File: src/rtl/vga_sync_gen.sv
// VGA raster timing generator: prescaled pixel tick, x/y counters and
// registered sync / visible-area decodes aligned with the counters.
module vga_sync_gen #(
    parameter int CLK_DIV  = 2,
    parameter int H_VIS    = 640,
    parameter int H_FP     = 16,
    parameter int H_SYNC   = 96,
    parameter int H_BP     = 48,
    parameter int V_VIS    = 480,
    parameter int V_FP     = 10,
    parameter int V_SYNC   = 2,
    parameter int V_BP     = 33,
    parameter bit SYNC_POL = 1'b0
) (
    input  logic       clk,
    input  logic       clr,
    output logic       pix_tick,
    output logic       hsync,
    output logic       vsync,
    output logic       video_on,
    output logic [9:0] x,
    output logic [9:0] y,
    output logic       frame_start
);

    localparam int H_TOTAL = H_VIS + H_FP + H_SYNC + H_BP;
    localparam int V_TOTAL = V_VIS + V_FP + V_SYNC + V_BP;
    localparam int PW      = (CLK_DIV > 1) ? $clog2(CLK_DIV) : 1;

    localparam logic [PW-1:0] PRE_LAST = PW'(CLK_DIV - 1);
    localparam logic [9:0]    H_LAST   = 10'(H_TOTAL - 1);
    localparam logic [9:0]    V_LAST   = 10'(V_TOTAL - 1);
    localparam logic [9:0]    HS_BEG   = 10'(H_VIS + H_FP);
    localparam logic [9:0]    HS_END   = 10'(H_VIS + H_FP + H_SYNC - 1);
    localparam logic [9:0]    VS_BEG   = 10'(V_VIS + V_FP);
    localparam logic [9:0]    VS_END   = 10'(V_VIS + V_FP + V_SYNC - 1);
    localparam logic [9:0]    H_VIS_L  = 10'(H_VIS);
    localparam logic [9:0]    V_VIS_L  = 10'(V_VIS);

    logic [PW-1:0] pre_q, pre_d;
    logic [9:0]    x_q, x_d;
    logic [9:0]    y_q, y_d;
    logic          tick_q, tick_d;
    logic          fs_q, fs_d;
    logic          hs_q, hs_d;
    logic          vs_q, vs_d;
    logic          vid_q, vid_d;
    logic          x_wrap, y_wrap;

    always_comb begin
        tick_d = (pre_q == PRE_LAST);
        pre_d  = tick_d ? '0 : pre_q + PW'(1);
        x_wrap = (x_q == H_LAST);
        y_wrap = (y_q == V_LAST);
        x_d    = x_q;
        y_d    = y_q;
        if (tick_d) begin
            x_d = x_wrap ? 10'd0 : x_q + 10'd1;
            if (x_wrap) begin
                y_d = y_wrap ? 10'd0 : y_q + 10'd1;
            end
        end
        fs_d = tick_d && x_wrap && y_wrap;
        // Decode the next counter values so the flags line up with x/y.
        hs_d  = (x_d >= HS_BEG && x_d <= HS_END) ? SYNC_POL : ~SYNC_POL;
        vs_d  = (y_d >= VS_BEG && y_d <= VS_END) ? SYNC_POL : ~SYNC_POL;
        vid_d = (x_d < H_VIS_L) && (y_d < V_VIS_L);
    end

    always_ff @(posedge clk or negedge clr) begin
        if (!clr) begin
            pre_q  <= '0;
            x_q    <= '0;
            y_q    <= '0;
            tick_q <= 1'b0;
            fs_q   <= 1'b0;
            hs_q   <= ~SYNC_POL;
            vs_q   <= ~SYNC_POL;
            vid_q  <= 1'b0;
        end else begin
            pre_q  <= pre_d;
            x_q    <= x_d;
            y_q    <= y_d;
            tick_q <= tick_d;
            fs_q   <= fs_d;
            hs_q   <= hs_d;
            vs_q   <= vs_d;
            vid_q  <= vid_d;
        end
    end

    assign pix_tick    = tick_q;
    assign hsync       = hs_q;
    assign vsync       = vs_q;
    assign video_on    = vid_q;
    assign x           = x_q;
    assign y           = y_q;
    assign frame_start = fs_q;

endmodule

File: config.mk
export PLATFORM = sky130hd
export DESIGN_NAME = vga_sync_gen
export DESIGN_NICKNAME = d
export VERILOG_FILES = /design/src/rtl/vga_sync_gen.sv
export SDC_FILE = /design/constraint.sdc
export NUM_CORES = 1
export LEC_CHECK = 0
export ABC_AREA = 0
export CORE_MARGIN = 5
export CORE_UTILIZATION = 30
export CTS_CLUSTER_DIAMETER = 120
export DETAILED_ROUTE_END_ITERATION = 12
export GPL_TIMING_DRIVEN = 1
export PLACE_DENSITY = 0.54
export SLEW_MARGIN = 25
export SYNTH_ARGS = -nofsm -noshare
export SYNTH_HDL_FRONTEND = slang
export SYNTH_SLANG_ARGS = --single-unit
File: constraint.sdc
create_clock -name clk -period 2.1 [get_ports clk]
set_input_delay 0.42 -clock clk [delete_from_list [all_inputs] [get_ports clk]]
set_output_delay 0.42 -clock clk [all_outputs]
set_load 0.02 [all_outputs]
==> impl_metrics.py, run 1 <==
metrics = {
    "run_status": {
        "status": "finished with violations",
        "violations": "negative setup slack",
    },
    "yosys": {
        "yosysMostFrequentCell": "dfrtp_1",
        "synth_fp_nets": 176,
        "seq_area_frac_synth_pct": 41.07,
        "ys_seq_elements": 26,
        "synth_edf_count": 0,
        "synth_cells": 171,
        "ys_top_cells_by_area": "dfrtp_1 38%, nand2_1 4.5%, xnor2_1 4.4%, o21ai_0 3.8%, dfstp_2 3.3%",
        "syn_avg_cell_area_um2": 9.300,
        "ys.flop_type": "dfrtp_1",
        "yosys-top-cells-count": "24 x dfrtp_1, 19 x nand2_1, 12 x o21ai_0, 10 x nand3_1, 10 x nor2_1",
        "yosysUniqueCellTypes": 51,
        "ys_warn_count": 0,
        "async_flop_share_pct": 100.0,
        "netlist_area_mm2": 0.001590,
        "yosys.area.top_type_share_pct": 37.77,
        "synth_area_leader_cell": "dfrtp_1",
    },
    "global_routing": {
        "track_usage_pct": 12.74,
        "overflow": 0,
        "grt_first_pass_wirelength_um": 7272,
        "grt_pass1_vias": 1467,
        "antenna_found_initial": 0,
        "grt_start_max_net_pins": 27,
    },
    "pwr": {
        "peakVddDrop_v": 0.0002218,
        "power_leakage_uw": 0.0008112,
        "pwr_density_cell_mw_per_mm2": 380.1,
    },
    "placed_design": {
        "routabilityCongestion": 0.8551,
        "hpwl_um": 3022,
        "dp_slack_ns": 0.01136,
        "placed_cell_area_mm2": 0.002062,
        "port_buffers": 26,
    },
    "clock_network": {
        "h-tree-depth": 1,
        "cts_tree": "built",
        "clk_pin_slew_ns": 0.10,
        "holdBufCountCts": 0,
        "clk_path_buf_depth": 2,
        "clkLatencyLatePin_ns": 0.27,
        "cts-root-buf": "clkbuf_8",
        "cts_num_sinks": 26,
        "cts_buffers": 3,
    },
    "timing": {
        "hold_slack_ns": 0.5107,
        "final.setup.worst_slack_ns": -0.007785,
        "fin_crit_sh_pct": 100.4,
        "clock.fmax_ghz": 0.4744,
        "worstMarginPinSlew_ns": 0.3804,
        "relSlewSlack_pct": 74.45,
        "final_max_slew_viol_count": 0,
        "setup_viol": 2,
        "skew_ns": 0.008389,
        "finalCriticalPeriod_ns": 2.108,
        "rsz0062_at_grt": "true",
        "finalHoldViolCount": 0,
    },
    "die": {
        "die_y_um": 82.81,
        "ioPinCount": 27,
        "fp.dieW_um": 82.81,
        "dieArea_mm2": 0.006857,
        "core-area_mm2": 0.005140,
        "start_util_pct": 30.94,
        "num_rows": 26,
    },
    "worst_setup_path": {
        "setup.worst_path.class": "flop to flop",
        "path_buf_inv": 0,
        "worstPathRequired_ns": 2.33,
        "cp_slowest_cell": "or4b_4",
        "cpLargestDelayFamily": "simple AND/OR/NAND/NOR gates",
        "worstSetupEndpointType": "flop",
        "crit_path_max_incr_delay_ns": 0.50,
        "start_kind": "flop",
        "path_max_fanout": 5,
        "arrival_ns": 2.33,
        "critical_path.cell_chain": "ha_4, or4b_4, or3_4, a211o_1, a311oi_2, a311o_2",
    },
    "cells_and_area": {
        "final_cell_area_mm2": 0.002146,
        "drive_gt1_share_pct": 23.26,
        "area_delta_synth_final_pct": 34.93,
        "layout.nets": 221,
        "antennaDiodeCount": 0,
    },
    "detailed_routing": {
        "drt_pass1_iterations": 4,
        "drc": 0,
        "wire_per_inst_um": 14.75,
        "via_per_inst": 5.011,
        "routed-via-count": 1428,
        "postRouteAntennaNets": 0,
        "drt-initial-drc-count": 99,
        "wirelength_um": 4205,
    },
    "min_path": {
        "min_path_type": "primary input to asynchronous set/reset pin",
    },
    "job": {
        "drv_cap": 0,
    },
}
-- registers in the layout, summed over array words and instances (netlist names) --
register / count
x: 10
video_on: 1
y: 10
pix_tick: 1
hsync: 1
frame_start: 1
vsync: 1
pre_q: 1
-- worst paths after layout --
path / slack [ns] / depth (start not counted) / to / start
max: -0.008 / 6 / hsync$_DFF_PN1_ / x[1]$_DFF_PN0_
min: 0.51 / 2 / y[1]$_DFF_PN0_ / clr
max reg2reg: -0.008 / 6 / hsync$_DFF_PN1_ / x[1]$_DFF_PN0_
min reg2reg: 0.55 / 1 / pix_tick$_DFF_PN0_ / pre_q$_DFF_PN0_
max in group asynchronous: 1.28 / 2 / vsync$_DFF_PN1_ / clr
min in group clk: 0.55 / 1 / pix_tick$_DFF_PN0_ / pre_q$_DFF_PN0_
-- stage by stage --
stage               std cells  util (%)  power (uW)   TNS (ns)
finish                    285     41.75       815.6   -0.01078
global route              285     41.75       860.8    -0.3282
CTS                       283     40.99       827.8  -0.008138
detailed placement        279     40.12       524.3          0
global placement          279     40.12       523.9          0
floorplan                 171         -       510.3  -0.002077
-- cell type report --
cell class / count / area (um^2)
Sequential cell: 26 / 656.9
Tap cell: 70 / 87.58
Clock buffer: 4 / 45.04
Multi-Input combinational cell: 126 / 882.1
Inverter: 9 / 33.78
Timing Repair Buffer: 50 / 440.4
Fill cell: 541 / 2994
-- cell families (layout without fill, tap and decap cells) --
group | Yosys count | in the layout | synth area share, %
and+or+nand+nor | 71 | 72 | 25.18
AOI/OAI and AO/OA | 36 | 36 | 16.05
DFF | 26 | 26 | 41.07
buffers and inverters | 20 | 63 | 6.451
xor gates and xnor gates | 10 | 10 | 5.508
muxes | 5 | 5 | 3.383
adders and majority gates | 3 | 3 | 2.361
-- placed cells by master, fill, tap and decap left out, types with 4 or more instances in the layout --
| cell type | count |
|---|---|
| o21ai_0 | 12 |
| xnor2_1 | 8 |
| nand2_1 | 19 |
| nor3_1 | 5 |
| buf_4 | 24 |
| inv_1 | 9 |
| nor2_1 | 9 |
| a21oi_1 | 4 |
| nand3_1 | 10 |
| clkdlybuf4s50_1 | 26 |
| dfrtp_1 | 21 |
| nand4_1 | 4 |
-- repair_timing --
action,4_1_cts,5_1_grt
buffers inserted,0,1
resized for setup,0,6
pin swaps,1,1
hold endpoints to repair,0,0
cloned,0,1
setup endpoints to repair,1,6
-- routing by layer --
layer	track usage, %	up-vias	part of all wire [%]	wire (um)
met2	18.95	30	45	1892
met3	2.475	2	2.9	123
met4	5.349	0	0.64	27
li1	-	718	-	-
met1	17.94	678	51	2162
met5	0	-	0	0
-- report_power, final --
| part | total (uW) | switching [uW] | internal [uW] |
|---|---|---|---|
| clock network | 302 | 166 | 136 |
| registers | 500 | 0 | 500 |
| logic | 12.9 | 10.1 | 2.84 |
Power figures use the tool's default switching activity.
==> run 2: changes to the inputs <==
Settings changed: CORE_UTILIZATION 30 to 35, PLACE_DENSITY 0.54 to 0.61.
==> run 2 against run 1 <==
  * Critical path depth did not move
  * The run still ends with negative setup slack left
  * Combinational power is essentially flat
  * Non-clock buffer count fell by 3
  * Register-to-register slack barely moved
  * Critical path type unchanged
  * Highest routed layer unchanged
  * Flip-flop and latch count unchanged
  * Global-route usage grew 0.73 points
==> impl_metrics.py, run 2 (same netlist as run 1, synthesis figures left out) <==
metrics = {
    "run_status": {
        "status": "finished with violations",
        "violations": "negative setup slack",
    },
    "cells_and_area": {
        "area_delta_synth_final_pct": 32.89,
        "layout.nets": 217,
        "antennaDiodeCount": 0,
        "final_cells": 263,
        "final_cell_area_mm2": 0.002113,
        "fillers": 411,
        "drive_gt1_share_pct": 21.80,
        "postLayoutCoreUtil_pct": 48.20,
        "layout_common_cells": "26 x clkdlybuf4s50_1, 21 x dfrtp_1, 21 x buf_4",
        "mostFrequentLayoutCell": "clkdlybuf4s50_1",
    },
    "placed_design": {
        "port_buffers": 26,
        "hpwl_um": 2917,
        "placed_cell_area_mm2": 0.002017,
        "dp_cells": 258,
        "routabilityCongestion": 0.8598,
    },
    "worst_setup_path": {
        "r2r-start": "x[1]$_DFF_PN0_",
        "start_kind": "flop",
        "reg2reg_slack_ns": -0.004,
        "crit_path_max_incr_delay_ns": 0.48,
        "worstSetupEndpointType": "flop",
        "setup.worst_path.class": "flop to flop",
        "critical_path.cell_chain": "ha_4, or4b_4, or3_4, a211o_1, a311oi_2, a311o_2",
        "path_max_fanout": 8,
        "path_buf_inv": 0,
        "r2r.worst_path.cells": 6,
        "crit-reg2reg-capture": "hsync$_DFF_PN1_",
        "arrival_ns": 2.33,
        "worstPathRequired_ns": 2.32,
        "worst-path-stages": 6,
        "cpLargestDelayFamily": "simple AND/OR/NAND/NOR gates",
        "cp_slowest_cell": "or4b_4",
    },
    "timing": {
        "fin_crit_sh_pct": 100.2,
        "final_max_slew_viol_count": 0,
        "clock.fmax_ghz": 0.4752,
        "skew_ns": 0.001523,
        "relSlewSlack_pct": 75.09,
        "worstMarginPinSlew_ns": 0.3709,
        "setup_viol": 1,
        "finalCriticalPeriod_ns": 2.104,
        "finalHoldViolCount": 0,
        "final.setup.worst_slack_ns": -0.004269,
        "hold_slack_ns": 0.5088,
        "rsz0062_at_grt": "true",
    },
    "die": {
        "die_y_um": 77.41,
        "num_rows": 24,
        "ioPinCount": 27,
        "fp.dieW_um": 77.41,
        "dieArea_mm2": 0.005992,
        "start_util_pct": 36.27,
        "core-area_mm2": 0.004384,
    },
    "detailed_routing": {
        "wire_per_inst_um": 14.92,
        "routed-via-count": 1421,
        "drt-initial-drc-count": 131,
        "postRouteAntennaNets": 0,
        "drc": 0,
        "drt_pass1_iterations": 4,
        "wirelength_um": 3925,
        "via_per_inst": 5.403,
    },
    "clock_network": {
        "holdBufCountCts": 0,
        "clk_pin_slew_ns": 0.10,
        "cts_tree": "built",
        "cts_buffers": 3,
        "cts_num_sinks": 26,
        "h-tree-depth": 1,
        "clkLatencyLatePin_ns": 0.27,
        "clk_path_buf_depth": 2,
        "cts-root-buf": "clkbuf_8",
    },
    "min_path": {
        "min_path_type": "primary input to asynchronous set/reset pin",
    },
    "job": {
        "drv_cap": 0,
    },
    "global_routing": {
        "antenna_found_initial": 0,
        "grt_pass1_vias": 1409,
        "overflow": 0,
        "grt_first_pass_wirelength_um": 6720,
        "grt_start_max_net_pins": 27,
        "track_usage_pct": 13.47,
    },
    "pwr": {
        "power_leakage_uw": 0.0008048,
        "pwr_density_cell_mw_per_mm2": 444.6,
        "peakVddDrop_v": 0.0002729,
    },
}
run 2: worst max-delay path by stage:
stage	from	endpoint	slack (ns)
global route	x[1]$_DFF_PN0_	hsync$_DFF_PN1_	-0.07
floorplan	x[1]$_DFF_PN0_	hsync$_DFF_PN1_	-0.002
detailed placement	x[1]$_DFF_PN0_	hsync$_DFF_PN1_	-0.03
global placement	x[1]$_DFF_PN0_	hsync$_DFF_PN1_	0.04
finish	x[1]$_DFF_PN0_	hsync$_DFF_PN1_	-0.004
CTS	x[1]$_DFF_PN0_	hsync$_DFF_PN1_	-0.05
run 2: routing by layer:
| metal | GRT usage, % | vias to the layer above | share of wire [%] |
|---|---|---|---|
| met5 | 0 | - | 0 |
| met4 | 4.467 | 0 | 1.2 |
| met3 | 2.546 | 4 | 4.5 |
| met2 | 22.14 | 38 | 47 |
| met1 | 17.81 | 677 | 48 |
| li1 | - | 702 | - |
run 2: per-stage QoR:
stage | total power, uW | setup TNS (ns) | setup slack (ns)
2_1_floorplan | 510.3 | -0.002077 | -0.002077
3_3_place_gp | 523.7 | 0 | 0.03749
3_5_place_dp | 524.0 | -0.02692 | -0.02692
4_1_cts | 952.9 | -0.1061 | -0.04648
5_1_grt | 969.7 | -0.1724 | -0.07253
6_report | 939.6 | -0.004269 | -0.004269
run 2: report_power, final:
group / switching (uW) / total [uW] / internal (uW)
combinational: 10.1 / 12.9 / 2.84
sequential: 0 / 500 / 500
clock: 171 / 426 / 255
total: 181 / 940 / 758
run 2: timing repair:
| item | 4_1_cts | 5_1_grt |
|---|---|---|
| setup buffers | 1 | 0 |
| gates cloned | 0 | 0 |
| resized for setup | 2 | 3 |
| pin swaps | 2 | 3 |
| setup endpoints to repair | 3 | 6 |
run 2: area by class of cell:
class	instances	area, um^2	area share (%)
clock inverter	1	30.03	1.421
inverter	9	33.78	1.599
tap	52	65.06	3.079
timing repair buffer	47	417.9	19.77
sequential	26	656.9	31.08
clock buffer	3	41.29	1.954
multi-input combinational	125	868.3	41.09
run 2: worst register-to-register path, cell delays in order, from the launching register on:
cell and delay (ns):
dfrtp_2 0.40, ha_4 0.13, or4b_4 0.48, or3_4 0.41
a211o_1 0.29, a311oi_2 0.21, a311o_2 0.14
